[src/rtl/gain_sched_ctrl.sv]
// gain_sched_ctrl
//   Gain update scheduler. Host gain words written over CtrlPort are queued
//   in a small FIFO and applied to gain_active only at payload packet
//   boundaries, so every packet is scaled by one constant gain.
//
// Ports
//   axis_data_clk / axis_data_rst : sole clock, synchronous active-high reset
//   s_ctrlport_req_*              : CtrlPort request (wr/rd strobes, addr, data)
//   s_ctrlport_resp_ack/_data     : registered response, one cycle after request
//   pkt_tvalid/_tready/_tlast     : observed payload stream handshake (monitor)
//   gain_active                   : gain applied to the current payload beat
//
// Register map (byte offsets from BASE_ADDR)
//   0x00 GAIN_PUSH (W)   0x04 GAIN_ACTIVE (R)   0x08 STATUS (R/W1C)
//   0x0C CTRL (W)        0x10 PKT_COUNT (R/W, any write clears)
module gain_sched_ctrl #(
  parameter int              GAIN_W       = 16,
  parameter logic [GAIN_W-1:0] DEFAULT_GAIN = 16'h0100,
  parameter int              FIFO_AW      = 2,
  parameter logic [19:0]     BASE_ADDR    = 20'h0
) (
  input  logic              axis_data_clk,
  input  logic              axis_data_rst,
  input  logic              s_ctrlport_req_wr,
  input  logic              s_ctrlport_req_rd,
  input  logic [19:0]       s_ctrlport_req_addr,
  input  logic [31:0]       s_ctrlport_req_data,
  output logic              s_ctrlport_resp_ack,
  output logic [31:0]       s_ctrlport_resp_data,
  input  logic              pkt_tvalid,
  input  logic              pkt_tready,
  input  logic              pkt_tlast,
  output logic [GAIN_W-1:0] gain_active
);

  localparam int          DEPTH       = 1 << FIFO_AW;
  localparam logic [19:0] ADDR_PUSH   = BASE_ADDR + 20'h00;
  localparam logic [19:0] ADDR_ACTIVE = BASE_ADDR + 20'h04;
  localparam logic [19:0] ADDR_STATUS = BASE_ADDR + 20'h08;
  localparam logic [19:0] ADDR_CTRL   = BASE_ADDR + 20'h0C;
  localparam logic [19:0] ADDR_COUNT  = BASE_ADDR + 20'h10;

  logic [GAIN_W-1:0]  fifo_mem [DEPTH];
  logic [FIFO_AW-1:0] wr_ptr;
  logic [FIFO_AW-1:0] rd_ptr;
  logic [FIFO_AW:0]   fill;
  logic               overflow;
  logic               in_pkt;
  logic [31:0]        pkt_count;

  logic        accept;
  logic        boundary;
  logic        pop;
  logic        full;
  logic        wr_req;
  logic        rd_req;
  logic        push_req;
  logic        push_ok;
  logic        ovf_set;
  logic        ovf_clr;
  logic        flush;
  logic        cnt_clr;
  logic [31:0] status;
  logic [31:0] rd_data;

  // Only a few write-data bits are decoded; fold the rest so they are not
  // reported as dangling.
  logic unused_req_data;
  assign unused_req_data = ^s_ctrlport_req_data;

  always_comb begin
    accept   = pkt_tvalid & pkt_tready;
    // Between packets every idle cycle is a pop opportunity; inside a packet
    // only the tlast beat is.
    boundary = (accept & pkt_tlast) | (~in_pkt & ~accept);
    pop      = boundary & (fill != '0);
    full     = (fill == (FIFO_AW+1)'(DEPTH));

    // Simultaneous wr+rd is handled as a write only.
    wr_req   = s_ctrlport_req_wr;
    rd_req   = s_ctrlport_req_rd & ~s_ctrlport_req_wr;

    push_req = wr_req & (s_ctrlport_req_addr == ADDR_PUSH);
    push_ok  = push_req & (~full | pop);
    ovf_set  = push_req & full & ~pop;
    ovf_clr  = wr_req & (s_ctrlport_req_addr == ADDR_STATUS) & s_ctrlport_req_data[8];
    flush    = wr_req & (s_ctrlport_req_addr == ADDR_CTRL) & s_ctrlport_req_data[0];
    cnt_clr  = wr_req & (s_ctrlport_req_addr == ADDR_COUNT);

    status            = '0;
    status[FIFO_AW:0] = fill;
    status[8]         = overflow;
    status[9]         = in_pkt;

    rd_data = '0;
    case (s_ctrlport_req_addr)
      ADDR_ACTIVE: rd_data = 32'(gain_active);
      ADDR_STATUS: rd_data = status;
      ADDR_COUNT:  rd_data = pkt_count;
      default:     rd_data = '0;
    endcase
  end

  // FIFO storage: data only, never reset
  always_ff @(posedge axis_data_clk) begin
    if (push_ok) fifo_mem[wr_ptr] <= s_ctrlport_req_data[GAIN_W-1:0];
  end

  // Control state, gain register and CtrlPort response stage
  always_ff @(posedge axis_data_clk) begin
    if (axis_data_rst) begin
      in_pkt               <= 1'b0;
      wr_ptr               <= '0;
      rd_ptr               <= '0;
      fill                 <= '0;
      overflow             <= 1'b0;
      pkt_count            <= '0;
      gain_active          <= DEFAULT_GAIN;
      s_ctrlport_resp_ack  <= 1'b0;
      s_ctrlport_resp_data <= '0;
    end else begin
      if (accept) in_pkt <= ~pkt_tlast;

      if (pop) gain_active <= fifo_mem[rd_ptr];

      // A flush never coincides with a push (one request per cycle); the
      // head popped this cycle is still applied above.
      if (flush) begin
        rd_ptr <= wr_ptr;
        fill   <= '0;
      end else begin
        if (push_ok) wr_ptr <= wr_ptr + FIFO_AW'(1);
        if (pop)     rd_ptr <= rd_ptr + FIFO_AW'(1);
        fill <= fill + {{FIFO_AW{1'b0}}, push_ok} - {{FIFO_AW{1'b0}}, pop};
      end

      if (ovf_set)      overflow <= 1'b1;
      else if (ovf_clr) overflow <= 1'b0;

      // Clear wins over a coincident tlast increment.
      if (cnt_clr)                  pkt_count <= '0;
      else if (accept & pkt_tlast)  pkt_count <= pkt_count + 32'd1;

      s_ctrlport_resp_ack  <= wr_req | rd_req;
      s_ctrlport_resp_data <= rd_req ? rd_data : 32'd0;
    end
  end

endmodule

[config.mk]
export PLATFORM = sky130hd
export DESIGN_NAME = gain_sched_ctrl
export DESIGN_NICKNAME = d
export VERILOG_FILES = /design/src/rtl/gain_sched_ctrl.sv
export SDC_FILE = /design/constraint.sdc
export NUM_CORES = 1
export LEC_CHECK = 0
export CAP_MARGIN = 20
export CORE_UTILIZATION = 40
export DETAILED_ROUTE_END_ITERATION = 16
export PLACE_DENSITY_LB_ADDON = 0.05
export SYNTH_ARGS = -nofsm -noshare
export SYNTH_HDL_FRONTEND = slang
export SYNTH_SLANG_ARGS = --single-unit
[constraint.sdc]
create_clock -name axis_data_clk -period 4.4 [get_ports axis_data_clk]
set_input_delay 1.1 -clock axis_data_clk [delete_from_list [all_inputs] [get_ports axis_data_clk]]
set_output_delay 1.1 -clock axis_data_clk [all_outputs]
set_load 0.05 [all_outputs]
==> impl_metrics.yaml <==
floorplan:
  io_pins: 108
  core_um2: 14600
  rows: 44
  start_util: 0.413
  die_x_um: 125
  die_area_um2: 15600
  die_h_um: 125
critical_path:
  cp-end-kind: "flip-flop"
  arrival_ns: 3.91
  path_class: "input pin to flip-flop"
  cp_max_fo: 7
  required_ns: 4.72
  startpoint_type: "input pin"
yosys:
  synthArstFlopShare: 0
  yosysUniqueCellTypes: 47
  synth.avg_cell_area_um2: 12.1
  synth_edf_count: 64
  syn_nets: 563
  ys_ff_latch: 154
  yosysSeqAreaShare: 0.618
  syn_area_um2: 6020
  synth_warnings: 0
  synth_cells: 496
  yosys_most_used_dff: "dfxtp_1"
sta:
  fin_worst_skew_ns: 0.00695
  hold_viol: 0
  max_freq_mhz: 278
  drv_slew: 0
  rsz0062_at_grt: "false"
  fin_crit_sh: 0.816
  max_slew_margin: 0.388
  timing.hold.ws_ns: 0.477
  setup_ws_ns: 0.808
  setup_viol: 0
  setup_tns_ns: 0
  worst_pin_slew_ns: 0.917
  fin_crit_ns: 3.59
final_layout:
  num-nets-final: 667
  diodes: 0
  utilization: 0.533
  final_common_cell: "clkdlybuf4s50_1"
  layout-drive-gt1-share: 0.124
  syn_to_final_growth_pct: 29.0
  final_cell_mix: "clkdlybuf4s50_1, dfxtp_1, edfxtp_1"
  fillers: 1269
detailed_routing:
  wl_per_cell_um: 16.2
  ant_nets: 0
  via_per_inst: 5.13
  wl_um: 12900
  drt_iter0_drc: 329
  drt_pass1_iterations: 5
  drc_errors: 0
  vias: 4092
grt:
  grt_pass1_vias: 4030
  grt_max_degree: 35
  antenna_found_initial: 0
  track_usage: 0.178
  grt_pass1_wl_um: 21100
  grt_overflow_total: 0
pwr:
  leakage_nw: 2.68
  powerDensity_nw_per_um2: 483
  swShare: 0.282
  irDropWorstVdd_uv: 273
  p_sw_mw: 1.06
  pwr-share-comb: 0.180
  p_clk_frac: 0.381
  p_seq_frac: 0.438
  internal-power_mw: 2.69
clocking:
  root_buffer: "clkbuf_16"
  htreeDepth: 4
  hold_buffers: 0
  cts_buffers: 17
  cts.sinks: 154
  postCtsSetupBuffers: 0
  clk_latency_ns: 0.42
  clk_pin_slew_ns: 0.06
  clockBufferDepth: 2
  post_cts_resized: 0
  cts_tree: "yes"
place:
  hpwl_um: 9030
  port_buffers: 91
  pre_cts_slack_ns: 0.382
  gp_congestion: 0.795
min_path:
  hp-class: "flip-flop to flip-flop"
job:
  drv_cap: 0
run_status:
  status: "complete, no violations"
worst paths after layout:
check | start | slack (ns) | cells past startpoint | endpoint
max reg2reg | fill[2]$_SDFF_PP0_ | 1.70 | 12 | fill[2]$_SDFF_PP0_
max | s_ctrlport_req_addr[7] | 0.81 | 13 | fill[2]$_SDFF_PP0_
min reg2reg | overflow$_SDFFE_PP0P_ | 0.48 | 2 | overflow$_SDFFE_PP0P_
min | overflow$_SDFFE_PP0P_ | 0.48 | 2 | overflow$_SDFFE_PP0P_
metal layers:
| metal | share of wire | vias to the layer above | GRT usage |
|---|---|---|---|
| li1 | - | 2008 | - |
| met1 | 0.44 | 1998 | 0.216 |
| met2 | 0.51 | 71 | 0.304 |
| met3 | 0.034 | 15 | 0.0473 |
| met4 | 0.012 | 0 | 0.0638 |
| met5 | 0 | - | 0 |
through the flow:
stage / total power [mW] / instance area (um2) / instances
final: 3.75 / 7770 / 797
after global routing: 3.91 / 7770 / 797
after CTS: 3.80 / 7770 / 797
after detailed placement: 2.36 / 7180 / 765
after global placement: 2.35 / 7180 / 764
after floorplan: 2.11 / 6020 / 496
critical path, cell delays in order:
cell             delay [ns]
clkdlybuf4s50_1        0.40
nor4_1                 0.45
nand3_2                0.30
nor4_4                 0.35
inv_1                  0.07
ha_1                   0.27
inv_1                  0.05
ha_1                   0.12
inv_1                  0.04
fa_1                   0.37
xor2_1                 0.18
xnor2_1                0.14
nor2_1                 0.06
final cells by class:
cell class,instances,area [um2],share of cell area
tap,184,230,0.0296
timing repair buffer,107,1030,0.133
sequential,154,3720,0.479
clock inverter,13,143,0.0184
inverter,10,37.5,0.00483
clock buffer,19,443,0.0570
multi-input combinational,310,2160,0.278
logic make-up (layout without fill, tap and decap cells):
| group | after synthesis | count (layout) | share of synthesized area |
|---|---|---|---|
| xor gates and xnor gates | 34 | 34 | 0.0494 |
| DFF | 154 | 154 | 0.618 |
| adders and majority gates | 8 | 8 | 0.0179 |
| buffers and inverters | 32 | 149 | 0.0228 |
| AOI/OAI and AO/OA | 52 | 52 | 0.0544 |
| and+or+nand+nor | 199 | 199 | 0.176 |
| muxes | 17 | 17 | 0.0615 |
Yosys cell counts, drive strengths merged, types with 2 or more instances:
library cell  count  area, um2
o21ai             4       20.0
nand2            52        195
buf               9       51.3
edfxtp           64       1920
nand3b            2       15.0
or2               2       12.5
a22oi            11       82.6
a21oi            27        135
or3               3       18.8
and3             22        138
and2              5       31.3
mux4             16        360
xor2             19        166
a32oi             5       43.8
nand4            13       96.3
ha                7       87.6
clkbuf           13       48.8
nor4             11        135
nor3              8       40.0
nand3            15       80.1
xnor2            15        131
and4              4       36.3
inv               9       33.8
dfxtp            90       1800
nor2             56        215
registers in the layout, indices dropped and copies added, names as in the netlist:
register and cells:
fill 3, s_ctrlport_resp_data 32, rd_ptr 2, s_ctrlport_resp_ack 1, in_pkt 1, pkt_count 32, fifo_mem 64, overflow 1
gain_active 16, wr_ptr 2
power by group through the flow:
| stage | clock network [mW] | registers (mW) | logic [mW] |
|---|---|---|---|
| after detailed placement | 0 | 1.68 | 0.683 |
| final | 1.43 | 1.64 | 0.676 |
| after floorplan | 0 | 1.80 | 0.314 |
| after global placement | 0 | 1.68 | 0.674 |
| after global routing | 1.52 | 1.65 | 0.731 |
| after CTS | 1.47 | 1.65 | 0.685 |
Power figures use the tool's default switching activity.
